### src/rtl/conv_mac_engine.sv
// conv_mac_engine: multi-lane multiply-accumulate dot product engine with bias
// load, saturating result register and a valid/ready handshake on both sides.
module conv_mac_engine #(
  parameter int unsigned DW    = 8,
  parameter int unsigned K     = 9,
  parameter int unsigned LANES = 3,
  parameter int unsigned OW    = 16
) (
  input  logic              clk,
  input  logic              rst,
  input  logic              in_valid,
  output logic              in_ready,
  input  logic [K*DW-1:0]   data,
  input  logic [K*DW-1:0]   weight,
  input  logic [OW-1:0]     bias,
  input  logic              signed_mode,
  output logic              out_valid,
  input  logic              out_ready,
  output logic [OW-1:0]     result,
  output logic              sat,
  output logic              busy
);

  localparam int unsigned ACCW = 2 * DW + $clog2(K) + 2;
  localparam int unsigned PW   = 2 * DW + 2;
  localparam int unsigned N    = (K + LANES - 1) / LANES;
  localparam int unsigned GW   = (N > 1) ? $clog2(N) : 1;
  // Saturation is evaluated at a width that holds both the accumulator and the
  // OW-bit range limits, so the comparisons never truncate either side.
  localparam int unsigned SW   = ((ACCW > OW) ? ACCW : OW) + 1;

  localparam logic signed [SW-1:0] SMAX = {{(SW - OW + 1){1'b0}}, {(OW - 1){1'b1}}};
  localparam logic signed [SW-1:0] SMIN = {{(SW - OW + 1){1'b1}}, {(OW - 1){1'b0}}};
  localparam logic signed [SW-1:0] UMAX = {{(SW - OW){1'b0}}, {OW{1'b1}}};

  typedef enum logic [1:0] {
    IDLE  = 2'd0,
    ACCUM = 2'd1,
    DONE  = 2'd2
  } state_t;

  state_t                  state_q;
  state_t                  state_d;
  logic [GW-1:0]           grp_q;
  logic signed [ACCW-1:0]  acc_q;
  logic [K*DW-1:0]         data_q;
  logic [K*DW-1:0]         weight_q;
  logic                    mode_q;

  logic signed [ACCW-1:0]  lane_sum_c;
  logic signed [ACCW-1:0]  acc_next_c;
  logic signed [SW-1:0]    acc_wide_c;
  logic [OW-1:0]           sat_res_c;
  logic                    sat_flag_c;
  logic signed [OW:0]      bias_x_c;

  // Next-state logic
  always_comb begin
    state_d = state_q;
    case (state_q)
      IDLE:    if (in_valid) state_d = ACCUM;
      ACCUM:   if (grp_q == GW'(N - 1)) state_d = DONE;
      DONE:    if (out_ready) state_d = IDLE;
      default: state_d = IDLE;
    endcase
  end

  // Per-lane operand select and product sum for the current group; lanes past K pick nothing
  always_comb begin
    logic [DW-1:0]         a;
    logic [DW-1:0]         b;
    logic signed [DW:0]    ax;
    logic signed [DW:0]    bx;
    logic signed [PW-1:0]  prod;
    lane_sum_c = '0;
    for (int j = 0; j < int'(LANES); j++) begin
      a = '0;
      b = '0;
      for (int i = 0; i < int'(K); i++) begin
        if ((i % int'(LANES)) == j && grp_q == GW'(i / int'(LANES))) begin
          a = data_q[i*DW +: DW];
          b = weight_q[i*DW +: DW];
        end
      end
      ax = {mode_q & a[DW-1], a};
      bx = {mode_q & b[DW-1], b};
      prod = PW'(ax * bx);
      lane_sum_c = lane_sum_c + ACCW'(prod);
    end
    acc_next_c = acc_q + lane_sum_c;
  end

  // Clip the final accumulator to the OW range selected by the latched mode
  always_comb begin
    acc_wide_c = SW'(acc_next_c);
    sat_res_c  = acc_wide_c[OW-1:0];
    sat_flag_c = 1'b0;
    if (mode_q) begin
      if (acc_wide_c > SMAX) begin
        sat_res_c  = SMAX[OW-1:0];
        sat_flag_c = 1'b1;
      end else if (acc_wide_c < SMIN) begin
        sat_res_c  = SMIN[OW-1:0];
        sat_flag_c = 1'b1;
      end
    end else begin
      if (acc_wide_c < 0) begin
        sat_res_c  = '0;
        sat_flag_c = 1'b1;
      end else if (acc_wide_c > UMAX) begin
        sat_res_c  = UMAX[OW-1:0];
        sat_flag_c = 1'b1;
      end
    end
  end

  // Bias extended by the incoming mode before loading the accumulator
  always_comb begin
    bias_x_c = {signed_mode & bias[OW-1], bias};
  end

  // State register, datapath and registered handshake outputs
  always_ff @(posedge clk) begin
    if (rst) begin
      state_q   <= IDLE;
      grp_q     <= '0;
      acc_q     <= '0;
      data_q    <= '0;
      weight_q  <= '0;
      mode_q    <= 1'b0;
      result    <= '0;
      sat       <= 1'b0;
      out_valid <= 1'b0;
      busy      <= 1'b0;
      in_ready  <= 1'b1;
    end else begin
      state_q   <= state_d;
      in_ready  <= (state_d == IDLE);
      out_valid <= (state_d == DONE);
      busy      <= (state_d != IDLE);
      case (state_q)
        IDLE: begin
          if (in_valid) begin
            data_q   <= data;
            weight_q <= weight;
            mode_q   <= signed_mode;
            acc_q    <= ACCW'(bias_x_c);
            grp_q    <= '0;
          end
        end
        ACCUM: begin
          acc_q <= acc_next_c;
          grp_q <= grp_q + GW'(1);
          if (state_d == DONE) begin
            result <= sat_res_c;
            sat    <= sat_flag_c;
          end
        end
        default: ;
      endcase
    end
  end

endmodule

### config.mk
export PLATFORM = sky130hd
export DESIGN_NAME = conv_mac_engine
export DESIGN_NICKNAME = d
export VERILOG_FILES = /design/src/rtl/conv_mac_engine.sv
export SDC_FILE = /design/constraint.sdc
export NUM_CORES = 1
export LEC_CHECK = 0
export BUFFER_PORTS_ARGS = -buffer_cell sky130_fd_sc_hd__buf_2
export CORE_ASPECT_RATIO = 1.5
export CORE_MARGIN = 5
export CORE_UTILIZATION = 40
export CTS_CLUSTER_DIAMETER = 40
export DETAILED_ROUTE_END_ITERATION = 6
export RECOVER_POWER = 50
export SYNTH_ARGS = -nofsm -noshare
export SYNTH_HDL_FRONTEND = slang
export SYNTH_SLANG_ARGS = --single-unit
export TNS_END_PERCENT = 100
### constraint.sdc
create_clock -name clk -period 9.3 [get_ports clk]
set_input_delay 1.86 -clock clk [delete_from_list [all_inputs] [get_ports clk]]
set_output_delay 1.86 -clock clk [all_outputs]
set_load 0.05 [all_outputs]
==> results.md, run 1 <==
* Layout area overhead at 14.6%
* Sequential share of the synthesized area at 20.6%
* Clock skew at 0.0174 ns
* Cell taking the most area after synthesis: fa_1
* CTS tree: done
* Worst Setup Path Type: flip-flop to flip-flop
* Commonest cells post-synth: nand2_1 (453), inv_1 (336), fa_1 (314), nor2_1 (240), a21oi_1 (235)
* Chip height at 274 um
* Final Hold Viols at 0
* IO Pins at 185
* Initial DRC count at 816
* F_max at 113 MHz
* Final ANT Viol Nets at 0
* Post-synth EDFFs at 0
* Final nets at 2990
* Core area at 45900 sq um
* Largest net degree at the start of global routing at 98
* Clk slew on worst S/H paths at 0.08 ns
* Final wirelength at 54.9 mm
* Worst-Skew Late Latency at 0.45 ns
* Routability congestion estimate at 0.928
* Post-Synthesis Cell Area at 18600 sq um
* Inst Count DP at 2976
* Vias in the first global route at 15900
* Worst vdd ir at 0.000127 V
* Max Root-Sink Buffers at 2
* PD cells at 121 nW/um^2
* Initial antenna violation count at 0
* IO Port Bufs at 184
* Total power at 2.57 mW
* Most instantiated library cell after synthesis: nand2_1
* Tmin final at 8.87 ns
* PnR worst setup slack at 0.426 ns
* Main area contributors after synthesis: fa_1 (34%), dfxtp_1 (21%), nand2_1 (9.1%)
* Synth Flop Type: dfxtp_1
* Worst path required time at 9.62 ns
* Crit path largest cell delay at 0.63 ns
* Worst Path Max Fanout at 15
* Initial Util at 40.5%
* Tot GR Track Use at 22.1%
* Critical Path AT at 9.19 ns
* Max Slew Vio Count at 158
* Layout cells sized above 1 at 14.1%
* Avg Inst Size Synth at 8.38 sq um
* Worst hold-check path type: flip-flop to flip-flop
* Failing checks: capacitance limit, slew limit
* GRT overflow at 0
* Die ar. at 51000 sq um
* Critical Path End Type: flip-flop
* H-Tree Depth at 4
* Syn nets at 2795
* Pre-CTS WS at 0.0935 ns
* Flops & latches, synth at 191
* FFs w/ async S/R, synth at 0%
* Normalized max-slew margin at -144%
* RSZ-0062 raised after global routing: no
* Routed vias/inst at 4.95
* First-pass DRT Iterations at 5
* Leakage power at 10.1 nW
* Routed via count at 14900
* Finished Layout Cells at 3017
* Post-Synthesis Cells at 2221
* CTS hold repair buffers at 0
* Area share of the largest cell type after synthesis at 33.8%
* Post-DP HPWL at 46.2 mm
* Num Clock Sinks at 191
* Final period util at 95.4%
* Worst Setup Start Kind: flip-flop
* Worst Path Buf+Inv at 9
* Max-Cap Viols at 2
* Global-route wire length before repair at 86.9 mm
* Die Width at 186 um
* Worst path slowest cell: fa_1
* Setup violations, final at 0
* Row count at 96
* Most used cell, CP: fa_1
* Root buffer cell: clkbuf_16
* CP top delay family: adder cells
* Final setup TNS at 0 ns
* # DRC at 0
* # diodes at 0
* Worst-Margin Slew at 3.66 ns
* Wire length per cell at 18.2 um
* Num CTS Buffers at 17
* Hold slack at 0.455 ns
* Synth cell types at 55
* Status: finished, violations left
* Total number of yosys warnings at 0
## layout make-up
type / count / area (sq um)
flip-flops and latches: 191 / 3820
multi-input cells: 1594 / 13200
fillers: 4684 / 24600
repair buffers: 276 / 1680
clock inverters: 14 / 171
well taps: 588 / 736
clock buffers: 18 / 429
inverters: 336 / 1260
## report_power, final
part / total [mW] / internal, mW / leakage, nW / switching (mW)
combinational: 0.910 / 0.362 / 8.29 / 0.549
sequential: 0.905 / 0.871 / 1.57 / 0.0335
clock: 0.755 / 0.386 / 0.288 / 0.369
total: 2.57 / 1.62 / 10.1 / 0.951
## layer usage
| metal | track usage (%) | vias to the layer above | routed length (um) |
|---|---|---|---|
| met4 | 8.06 | 0 | 2210 |
| li1 | - | 7227 | - |
| met3 | 2.20 | 86 | 1600 |
| met1 | 25.8 | 7290 | 21100 |
| met5 | 0 | - | 0 |
| met2 | 41.2 | 320 | 30000 |
## kinds of logic after synthesis
logic type                 Yosys count  synth area share [%]
AOI/OAI and AO/OA                  346                  10.9
xor gates and xnor gates            23                  1.12
adders and majority gates          409                  40.2
buffers and inverters              436                  8.84
DFF                                191                  20.6
muxes                                5                 0.296
and+or+nand+nor                    811                  18.1
## stage by stage
stage / util [%] / instance area [sq um]
6_report: 46.5 / 21300
5_1_grt: 46.5 / 21300
4_1_cts: 46.2 / 21200
3_5_place_dp: 44.8 / 20600
3_3_place_gp: 44.8 / 20600
2_1_floorplan: - / 18600
## cells in the final DEF (no fill, tap or decap), types with 3 or more instances in the layout
cell type and count:
clkbuf_1 23, o21ai_1 18, or2_2 13, nand2_2 8
fa_1 314, buf_2 162, a211oi_2 8, nor3_1 9
o21bai_1 3, and2_1 17, nor2_1 240, dfxtp_1 190
and3_1 4, a211oi_1 16, ha_1 92, a21oi_1 233
xnor2_1 19, nand2_1 452, nor2b_1 18, nand2b_1 20
inv_1 336, nand3_1 6, buf_12 5, mux2i_1 4
buf_4 84, o21a_1 19, a221oi_1 5, inv_8 6
o21ai_0 16, clkbuf_16 17, nand3b_1 6, ha_4 3
a222oi_1 8
## what timing repair did
action,CTS,global route
setup endpoints to repair,0,17
resized for setup,0,13
setup buffers,0,9
## worst register-to-register path, delay by kind of cell, from the launching register on
kind,cells,cell delay (ns)
adder cells (fa/ha/maj),10,4.57
AND/OR/NAND/NOR,8,1.23
buffers and inverters,9,1.19
AO/OA/AOI/OAI,6,0.99
flip-flops,1,0.41
multiplexers,1,0.33
## registers in the layout, summed over array words and instances (netlist names)
register / count
grp_q: 2
mode_q: 1
data_q: 72
busy: 1
sat: 1
result: 16
weight_q: 72
state_q: 2
in_ready: 1
out_valid: 1
acc_q: 22
## worst paths after layout
| check | start | end | slack, ns | depth (start not counted) |
|---|---|---|---|---|
| max | grp_q[1]$_SDFFE_PP0P_ | sat$_SDFFE_PP0P_ | 0.43 | 34 |
| min | weight_q[38]$_SDFFE_PP0P_ | weight_q[38]$_SDFFE_PP0P_ | 0.45 | 2 |
| max reg2reg | grp_q[1]$_SDFFE_PP0P_ | sat$_SDFFE_PP0P_ | 0.43 | 34 |
| min reg2reg | weight_q[38]$_SDFFE_PP0P_ | weight_q[38]$_SDFFE_PP0P_ | 0.45 | 2 |
No activity file was read; power rests on OpenSTA's default activity.
==> inputs of run 2 (changes only) <==
- RECOVER_POWER: 50 -> unset
==> results.md, run 2 (synthesis gave the netlist of run 1 again) <==
* Status: completed (was finished, violations left)
* PnR worst setup slack at 0.441 ns (was 0.426 ns)
* PD cells at 120 nW/um^2 (was 121 nW/um^2)
* Final core utilization at 46.5% (about the same)
* Normalized max-slew margin at 33.9% (was -144%)
* Pre-CTS WS at 0.0935 ns (unchanged)
* Most frequent cells in the layout: nand2_1 (452), inv_1 (336), fa_1 (314), nor2_1 (240), a21oi_1 (233) (unchanged)
* Finished Layout Cells at 3017 (unchanged)
* Worst path required time at 9.62 ns (about the same)
* Routed vias/inst at 4.95 (about the same)
* Initial Util at 40.5% (unchanged)
* Wire length per cell at 18.2 um (about the same)
* Root buffer cell: clkbuf_16 (unchanged)
* Row count at 96 (unchanged)
* Worst-Skew Late Latency at 0.45 ns (about the same)
* Worst vdd ir at 0.000126 V (was 0.000127 V)
* Post-DP HPWL at 46.2 mm (unchanged)
* M2 GR Usage at 41.2% (unchanged)
* Worst reg-to-reg setup slack at 0.44 ns (was 0.43 ns)
* Area after DPL at 20600 sq um (unchanged)
* Chip height at 274 um (unchanged)
* Grt peak-use layer: met2 (unchanged)
* Tmin final at 8.86 ns (was 8.87 ns)
* Most used cell, CP: fa_1 (unchanged)
* Num Clock Sinks at 191 (unchanged)
* Hold Path Stages at 2 (unchanged)
* Clk slew on worst S/H paths at 0.08 ns (about the same)
* Max Slew Vio Count at 0 (was 158)
* Initial DRC count at 816 (unchanged)
* Worst-Margin Slew at 0.992 ns (was 3.66 ns)
* Commonest non-fill, non-tap cell in the layout: nand2_1 (unchanged)
* F_max at 113 MHz (about the same)
* Tot GR Track Use at 22.1% (unchanged)
* Hold slack at 0.455 ns (about the same)
* Largest net degree at the start of global routing at 98 (unchanged)
* H-Tree Depth at 4 (unchanged)
* Crit path largest cell delay at 0.63 ns (about the same)
* Final nets at 2990 (unchanged)
* GR Layer Usage met1 at 25.8% (unchanged)
* GR Layer Usage met3 at 2.20% (unchanged)
* Final wirelength at 54.9 mm (about the same)
* IO Port Bufs at 184 (unchanged)
* Final ANT Viol Nets at 0 (unchanged)
* Vias in the first global route at 15900 (unchanged)
* Worst Setup Path Type: flip-flop to flip-flop (unchanged)
* # diodes at 0 (unchanged)
* Worst hold-check path type: flip-flop to flip-flop (unchanged)
* Worst Path Max Fanout at 15 (unchanged)
* Worst path slowest cell: fa_1 (unchanged)
* Leakage power at 10.2 nW (was 10.1 nW)
* Final Hold Viols at 0 (unchanged)
* Total power at 2.57 mW (about the same)
* Num CTS Buffers at 17 (unchanged)
* R2R depth at 34 (unchanged)
* Die ar. at 51000 sq um (unchanged)
* Final period util at 95.3% (was 95.4%)
* Final setup TNS at 0 ns (unchanged)
* Core area at 45900 sq um (unchanged)
* # fillers at 4675 (was 4684)
* Worst r2r src: grp_q[1]$_SDFFE_PP0P_ (unchanged)
* Global-route wire length before repair at 86.9 mm (unchanged)
* Critical Path End Type: flip-flop (unchanged)
* CTS hold repair buffers at 0 (unchanged)
* Layout area overhead at 14.8% (was 14.6%)
* Worst R2R End: sat$_SDFFE_PP0P_ (unchanged)
* Layout cells sized above 1 at 15.1% (was 14.1%)
* IO Pins at 185 (unchanged)
* Routed via count at 14900 (about the same)
* CTS tree: done (unchanged)
* Hold Crit Start: weight_q[38]$_SDFFE_PP0P_ (unchanged)
* Die Width at 186 um (unchanged)
* Inst Count DP at 2976 (unchanged)
* WHS Endpoint: weight_q[38]$_SDFFE_PP0P_ (unchanged)
* RSZ-0062 raised after global routing: no (unchanged)
* Post-route cell area at 21400 sq um (was 21300 sq um)
* First-pass DRT Iterations at 5 (unchanged)
* Max-Cap Viols at 0 (was 2)
* GRT overflow at 0 (unchanged)
* Setup violations, final at 0 (unchanged)
* Initial antenna violation count at 0 (unchanged)
* Max Root-Sink Buffers at 2 (unchanged)
* Clock skew at 0.0181 ns (was 0.0174 ns)
* # DRC at 0 (unchanged)
* Critical Path AT at 9.17 ns (was 9.19 ns)
* Worst Setup Start Kind: flip-flop (unchanged)
* Routability congestion estimate at 0.928 (unchanged)
* Biggest regs: data_q: 72 flops, weight_q: 72 flops, acc_q: 22 flops (unchanged)
-- run 2: worst max-delay path, delay by kind of cell (launching register included) --
kind / cells / cell delay [ns]
DFF: 1 / 0.41
AOI/OAI and AO/OA: 6 / 0.99
buffers and inverters: 9 / 1.18
adders and majority gates: 10 / 4.57
muxes: 1 / 0.33
and+or+nand+nor: 8 / 1.22
-- run 2: layer usage --
metal  vias to the layer above  routed length, um
met1                      7295              21100
met2                       324              29900
li1                       7226                  -
met5                         -                  0
met3                        84               1670
met4                         0               2180
-- run 2: worst max-delay path by stage --
| stage | depth (start not counted) | start | endpoint |
|---|---|---|---|
| floorplan | 31 | grp_q[1]$_SDFFE_PP0P_ | result[6]$_SDFFE_PP0P_ |
| global placement | 30 | grp_q[1]$_SDFFE_PP0P_ | result[6]$_SDFFE_PP0P_ |
| detailed placement | 30 | grp_q[1]$_SDFFE_PP0P_ | result[6]$_SDFFE_PP0P_ |
| CTS | 31 | grp_q[1]$_SDFFE_PP0P_ | result[6]$_SDFFE_PP0P_ |
| global route | 35 | grp_q[1]$_SDFFE_PP0P_ | result[6]$_SDFFE_PP0P_ |
| finish | 34 | grp_q[1]$_SDFFE_PP0P_ | sat$_SDFFE_PP0P_ |
-- run 2: cell type report --
| type | instances | area [sq um] | share of cell area [%] |
|---|---|---|---|
| tap | 588 | 736 | 3.45 |
| clock buffer | 18 | 429 | 2.01 |
| timing repair buffer | 276 | 1710 | 7.99 |
| clock inverter | 14 | 171 | 0.803 |
| inverter | 336 | 1260 | 5.91 |
| sequential | 191 | 3820 | 17.9 |
| multi-input combinational | 1594 | 13200 | 61.9 |
-- run 2: report_power, final --
group	total (mW)	switching [mW]	internal, mW
logic	0.907	0.549	0.358
clock network	0.756	0.369	0.386
registers	0.905	0.0336	0.871
total	2.57	0.951	1.62
-- run 2: what timing repair did --
item	4_1_cts	5_1_grt
buffers inserted	0	9
setup endpoints to repair	0	17
gates resized for setup	0	13
